File: src/rtl/uart_pkg.sv
// Shared types and helpers for the UART frame packer.
// Frame depth and the XOR checksum are defined here.
package uart_pkg;

  typedef enum logic {
    COLLECT = 1'b0,
    HOLD    = 1'b1
  } packer_state_t;

  localparam logic [7:0] UART_HEADER = 8'hA5;

  // Largest frame: 64 samples -> 2*64+3 bytes.
  localparam int MAX_DEPTH = 131;

  function automatic int frame_depth(input int n);
    return 2 * n + 3;
  endfunction

  // XOR over every byte of a zero-padded frame image.
  function automatic logic [7:0] xor_bytes(
    input logic [MAX_DEPTH*8-1:0] b
  );
    logic [7:0] acc;
    acc = 8'h00;
    for (int i = 0; i < MAX_DEPTH; i++) begin
      acc = acc ^ b[i*8 +: 8];
    end
    return acc;
  endfunction

endpackage

File: src/rtl/uart_frame_packer.sv
// Packs 16-bit samples into header/seq/payload/checksum frames.
// One complete frame is presented in parallel to uart_tx.
module uart_frame_packer
  import uart_pkg::*;
#(
  parameter int         N_SAMPLES = 4,
  parameter logic [7:0] HEADER    = UART_HEADER,
  localparam int        DEPTH     = frame_depth(N_SAMPLES)
) (
  input  logic                  clk,
  input  logic                  arstn,
  input  logic                  in_valid,
  output logic                  in_ready,
  input  logic [15:0]           in_data,
  input  logic                  flush,
  output logic                  down_valid,
  input  logic                  down_ready,
  output logic [DEPTH-1:0][7:0] frame_o,
  output logic [6:0]            seq_o
);

  localparam int CW = $clog2(N_SAMPLES + 1);

  packer_state_t                state;
  logic [CW-1:0]                cnt;
  logic [CW-1:0]                cnt_nxt;
  logic [N_SAMPLES-1:0][15:0]   smp;
  logic [N_SAMPLES-1:0][15:0]   smp_nxt;
  logic                         accept;
  logic                         full;
  logic                         go_hold;
  logic [DEPTH-1:0][7:0]        body;
  logic [MAX_DEPTH*8-1:0]       flat;
  logic [7:0]                   csum;

  assign in_ready   = (state == COLLECT);
  assign down_valid = (state == HOLD);
  assign accept     = in_ready & in_valid;
  assign cnt_nxt    = cnt + CW'(accept);
  assign full       = accept && (cnt == CW'(N_SAMPLES - 1));
  assign go_hold    = in_ready &&
                      (full || (flush && (cnt_nxt != '0)));

  // Sample buffer including the sample accepted this cycle.
  always_comb begin
    smp_nxt = smp;
    for (int i = 0; i < N_SAMPLES; i++) begin
      if (accept && (cnt == CW'(i))) begin
        smp_nxt[i] = in_data;
      end
    end
  end

  // Frame image without checksum; unfilled slots stay zero.
  always_comb begin
    body    = '0;
    body[0] = HEADER;
    body[1] = {~full, seq_o};
    for (int i = 0; i < N_SAMPLES; i++) begin
      body[2+2*i] = smp_nxt[i][15:8];
      body[3+2*i] = smp_nxt[i][7:0];
    end
    flat = '0;
    flat[DEPTH*8-1:0] = body;
  end

  assign csum = xor_bytes(flat);

  // Collect/hold state machine with frame, count and sequence regs.
  always_ff @(posedge clk) begin
    if (!arstn) begin
      state   <= COLLECT;
      cnt     <= '0;
      smp     <= '0;
      seq_o   <= '0;
      frame_o <= '0;
    end else begin
      unique case (state)
        COLLECT: begin
          smp <= smp_nxt;
          cnt <= cnt_nxt;
          if (go_hold) begin
            state              <= HOLD;
            frame_o            <= body;
            frame_o[DEPTH-1]   <= csum;
          end
        end
        HOLD: begin
          if (down_ready) begin
            state <= COLLECT;
            cnt   <= '0;
            smp   <= '0;
            seq_o <= seq_o + 7'd1;
          end
        end
      endcase
    end
  end

endmodule
File: config.mk
export PLATFORM = sky130hd
export DESIGN_NAME = uart_frame_packer
export DESIGN_NICKNAME = d
export VERILOG_FILES = /design/src/rtl/uart_pkg.sv /design/src/rtl/uart_frame_packer.sv
export SDC_FILE = /design/constraint.sdc
export NUM_CORES = 1
export LEC_CHECK = 0
export CAP_MARGIN = 20
export CORE_MARGIN = 1.5
export CORE_UTILIZATION = 50
export CTS_BUF_LIST = sky130_fd_sc_hd__clkbuf_4
export CTS_CLUSTER_SIZE = 12
export DETAILED_ROUTE_END_ITERATION = 10
export DONT_BUFFER_PORTS = 1
export SKIP_LAST_GASP = 1
export SYNTH_ARGS = -nofsm -noshare
export SYNTH_HDL_FRONTEND = slang
export SYNTH_SLANG_ARGS = --single-unit
File: constraint.sdc
create_clock -name clk -period 10.5 [get_ports clk]
set_clock_uncertainty 0.15 [all_clocks]
set_input_delay 2.1 -clock clk [delete_from_list [all_inputs] [get_ports clk]]
set_output_delay 2.1 -clock clk [all_outputs]
set_load 0.005 [all_outputs]
==> results by stage <==
Synthesis:
- The share of cell area taken by muxes after synthesis is 0.0724.
- The synthesized-area fraction occupied by ao, oa, aoi and oai cells was 0.208.
- The post-synthesis average cell area is 9.20 µm².
- The cell area after synthesis is between 0.008 and 0.009 mm².
- The cell taking the most area after synthesis is sky130_fd_sc_hd__dfxtp_1.
- For this run, asynchronously set or reset flops after synthesis account for 0.
- The share of the Yosys chip area taken by registers is 0.364.
- The most used flip-flop cell after synthesis is sky130_fd_sc_hd__dfxtp_1.
- Of the post-synthesis cell area, the dominant cell type holds 0.364.
- Synthesis handed over a netlist of between 900 and 1000 instances.
- Of the total synthesized cell area, the portion taken by full adders, half adders and majority gates is 0.00437.
- The commonest cells after synthesis are 156 x sky130_fd_sc_hd__dfxtp_1, 117 x sky130_fd_sc_hd__nand2_1, 61 x sky130_fd_sc_hd__mux2i_1.
- The xor/xnor cell area share of the yosys netlist is 0.0967.
- By instance count, the leading cell after synthesis is sky130_fd_sc_hd__dfxtp_1.
- After synthesis, the cell types taking the most area are sky130_fd_sc_hd__dfxtp_1 36%, sky130_fd_sc_hd__mux2i_1 7.1%, sky130_fd_sc_hd__o211a_1 5.6%, sky130_fd_sc_hd__nand2_1 5.1%, sky130_fd_sc_hd__a21boi_0 3.7%.
- By area, the combinational part of the netlist is dominated by compound AO/OA/AOI/OAI gates.
- The number of warnings issued by yosys is 0.
- The number of flops mapped to enable cells by yosys is 0.
- The number of different library cells used by synthesis comes to 65.
- In this run, synthesis produced a sequential element count of 156.
- Of the total synthesized cell area, the portion taken by AND, OR, NAND and NOR gates is 0.193.

Pwr:
- The maximum resistive drop on vdd is between 0.00009 and 0.0001 V.
- The static leakage is between 3 and 4 nW.
- In this run the power density over the cells is 179 mW/mm².
- The total power consumption of the routed design is between 1.5 and 2 mW.

Clocking:
- The CTS sink count is between 150 and 200.
- In this run, post-CTS hold repair placed 0 buffers.
- The clock root buffer master is sky130_fd_sc_hd__clkbuf_4.
- The maximum buffer depth of the clock tree is 2.
- For the worst-skew pair, the clock arrives at the later sink with an insertion delay of roughly 0.57 ns.
- The number of gates resized after CTS was 0.
- The clock slew at the register clock pins of the worst setup and hold paths is roughly 0.14 ns.
- Clock tree synthesis inserted a total of 17 buffers.
- The H-tree level count is 4.
- The number of setup buffers added after CTS is 0.
- The clock tree from TritonCTS is yes.

Critical path:
- Data on the critical path arrives at its endpoint at about 5 ns.
- The worst register-to-register path begins at cnt[0]$_SDFFE_PN0P_.
- The library cell contributing the largest single delay on the critical path is sky130_fd_sc_hd__or4_1.
- The setup path with the least slack is of type in2reg.
- The critical path contains buffers and inverters numbering 3 combined.
- Broken down by cell family, the worst path's largest delay share belongs to simple AND/OR/NAND/NOR gates.
- The maximum single-stage delay on the critical path is ~0.55 ns.
- Along the worst path, the maximum fanout reaches 20.
- The worst setup path is captured at a flop.
- Tracing the worst setup path back leads to its startpoint at in_valid.
- For the worst setup path, the data required time is between 10 and 15 ns.
- The kind of launch point of the worst setup path is an input port.
- Traced cell by cell, the critical path runs through nand2b_1 -> inv_1 -> ha_1 -> ha_1 -> xor2_1 -> o311a_1 -> buf_4 -> nor2_1 -> buf_4 -> or4_1 -> a21boi_1 -> nor4_2.

Detailed routing:
- The highest metal layer used by the detailed router is met4.
- In the final routed layout, each cell accounts on average for approximately 22 µm.
- Across all layers, the routed design uses roughly 7000 vias.
- The routed design uses 1.73 mm of met3 wire.
- For this block, the initial DRC count from the detailed router was 589.
- After detailed routing, the number of vias per cell comes to 6.26.
- In this run the remaining antenna-violating nets after routing total 0.
- The number of iterations in the first detailed-routing pass is 5.
- The DRC violations left is 0.
- The aggregate routed wire length is between 20 and 25 mm.
- The detailed route wirelength on metal2 is about 11 mm.
- For this block, wires on met1 add up to around 10 mm.

STA:
- For this run, the top clock speed supported by timing is ~210 MHz.
- Setup violations remaining at the end of the flow were counted as 0.
- The worst pin sits at a relative slew slack of 0.274.
- Setup repair after global routing left no endpoint under its margin.
- Of the available clock period, the critical path in the final layout requires 0.445.
- The count of final hold-check violations is 0.
- Hold is met by 0.339 ns.
- The clock period could shrink to about 4.7 ns.
- The final worst-path setup slack is between 5 and 6 ns.
- Summed over all failing endpoints, the final setup total negative slack is 0 ns.
- At the pin with the least slew margin, the transition time is roughly 1.1 ns.
- The final count of pins violating max slew is 0.

Cells and area:
- The total of fill cells in the finished design is 1592.
- The utilization after layout is 0.527.
- The synthesis-to-layout area growth is 2.40%.
- After the last flow step, the layout net total stands at 890.
- The filler-free cell count of the finished design is 1100.
- Of the cells placed in the final design, the portion with a size suffix greater than 1 is 0.0694.
- The post-layout instance area is between 0.008 and 0.009 mm².

Place:
- Buffers placed on the I/O ports in this run total 0.
- The wire-length estimate of the detail-placed layout is between 15 and 20 mm.
- The congestion estimate from routability-driven global placement came to between 0.8 and 0.9.
- The worst-case setup slack after placement is about 4.7 ns.
- The placed cell count is about 1100.
- The area of placed instances is roughly 0.0085 mm².

Outcome:
- The run finished with clean final reports.

Die:
- The placement row count is 47.
- The initial standard-cell utilization of the core is 0.514.
- The floorplan step defined a core boundary enclosing around 0.017 mm².
- The die extent in x is 134 µm.
- around 120 I/O pins were placed.
- In this run the vertical extent of the chip is 134 µm.
- The area of the die is between 0.015 and 0.02 mm².

Min path:
- The start point of the worst hold path is frame_o[11]$_SDFFE_PN0P_.
- The path type of the worst min-delay path is reg2reg.

Global routing:
- The total routing resource utilization after global routing is 0.266.
- The number of antenna violations at the first check in global routing was 1.
- For this run the aggregate overflow at the end of global routing stands at 0.
- Entering global routing, the biggest net connects 159 pins.
- The number of global-route vias before repair is 6370.
- The first global-routing pass estimated between 30 and 40 mm of wire.

Run:
- The number of max-cap violations is 0.
==> per-layer routing <==
layer,track usage,up-vias
met4,0.0992,0
met2,0.421,260
li1,-,3203
met1,0.356,3382
met5,0,-
met3,0.0616,38
==> state kept, by name (all words and copies together) (netlist names) <==
name        flops
seq_o           7
down_valid      1
frame_o        81
cnt             3
smp            64
==> path summary, 6_finish.rpt <==
kind / slack, ns / depth (start not counted) / to
setup / recovery: 5.83 / 12 / frame_o[84]$_SDFFE_PN0P_
hold / removal: 0.34 / 2 / frame_o[11]$_SDFFE_PN0P_
hold reg to reg: 0.34 / 2 / frame_o[11]$_SDFFE_PN0P_
setup reg to reg: 6.37 / 6 / frame_o[81]$_SDFFE_PN0P_
==> area by class of cell <==
| type | count | area [µm²] | share of cell area |
|---|---|---|---|
| well taps | 220 | 275 | 0.0313 |
| diodes | 1 | 2.50 | 0.000284 |
| clock buffers | 19 | 143 | 0.0162 |
| repair buffers | 12 | 118 | 0.0134 |
| clock inverters | 13 | 165 | 0.0188 |
| inverters | 4 | 15.0 | 0.00171 |
| multi-input cells | 675 | 4950 | 0.563 |
| flip-flops and latches | 156 | 3120 | 0.355 |
==> report_power, final <==
part	leakage, nW	internal (mW)	switching (mW)
Sequential	1.27	0.662	0.0802
Combinational	2.09	0.189	0.242
Clock	0.146	0.171	0.228
==> cell families (layout without fill, tap and decap cells) <==
logic type / Yosys count / count (layout)
and+or+nand+nor: 314 / 314
AOI/OAI and AO/OA: 216 / 216
DFF: 156 / 156
buffers and inverters: 106 / 48
xor gates and xnor gates: 76 / 76
muxes: 62 / 62
adders and majority gates: 3 / 3
other: 1 / 5
==> placed cells by master, fill, tap and decap left out, types with 5 or more instances in the layout <==
master and instances:
sky130_fd_sc_hd__nand3_1 37, sky130_fd_sc_hd__buf_4 9, sky130_fd_sc_hd__and2_1 23, sky130_fd_sc_hd__nor2_1 22
sky130_fd_sc_hd__a21oi_1 11, sky130_fd_sc_hd__nand2b_1 9, sky130_fd_sc_hd__o211ai_1 5, sky130_fd_sc_hd__nor2b_1 37
sky130_fd_sc_hd__o21ai_0 26, sky130_fd_sc_hd__o311ai_1 5, sky130_fd_sc_hd__nand2_1 117, sky130_fd_sc_hd__a311o_1 5
sky130_fd_sc_hd__nor4_1 14, sky130_fd_sc_hd__xor2_1 28, sky130_fd_sc_hd__xnor2_1 36, sky130_fd_sc_hd__xnor3_1 12
sky130_fd_sc_hd__clkbuf_4 19, sky130_fd_sc_hd__nor3_1 10, sky130_fd_sc_hd__a31oi_1 5, sky130_fd_sc_hd__a22oi_1 32
sky130_fd_sc_hd__nand4_1 5, sky130_fd_sc_hd__a21boi_0 42, sky130_fd_sc_hd__or3_1 13, sky130_fd_sc_hd__a32o_1 5
sky130_fd_sc_hd__clkinvlp_4 6, sky130_fd_sc_hd__dfxtp_1 156, sky130_fd_sc_hd__mux2i_1 61, sky130_fd_sc_hd__o211a_1 48
sky130_fd_sc_hd__a211oi_1 6, sky130_fd_sc_hd__a2111oi_4 5
==> worst register-to-register path: cells and delay by family (launching register included) <==
| family | cells | cell delay [ns] |
|---|---|---|
| AOI/OAI and AO/OA | 1 | 0.79 |
| DFF | 1 | 0.66 |
| and+or+nand+nor | 5 | 2.43 |
Power figures use the tool's default switching activity.
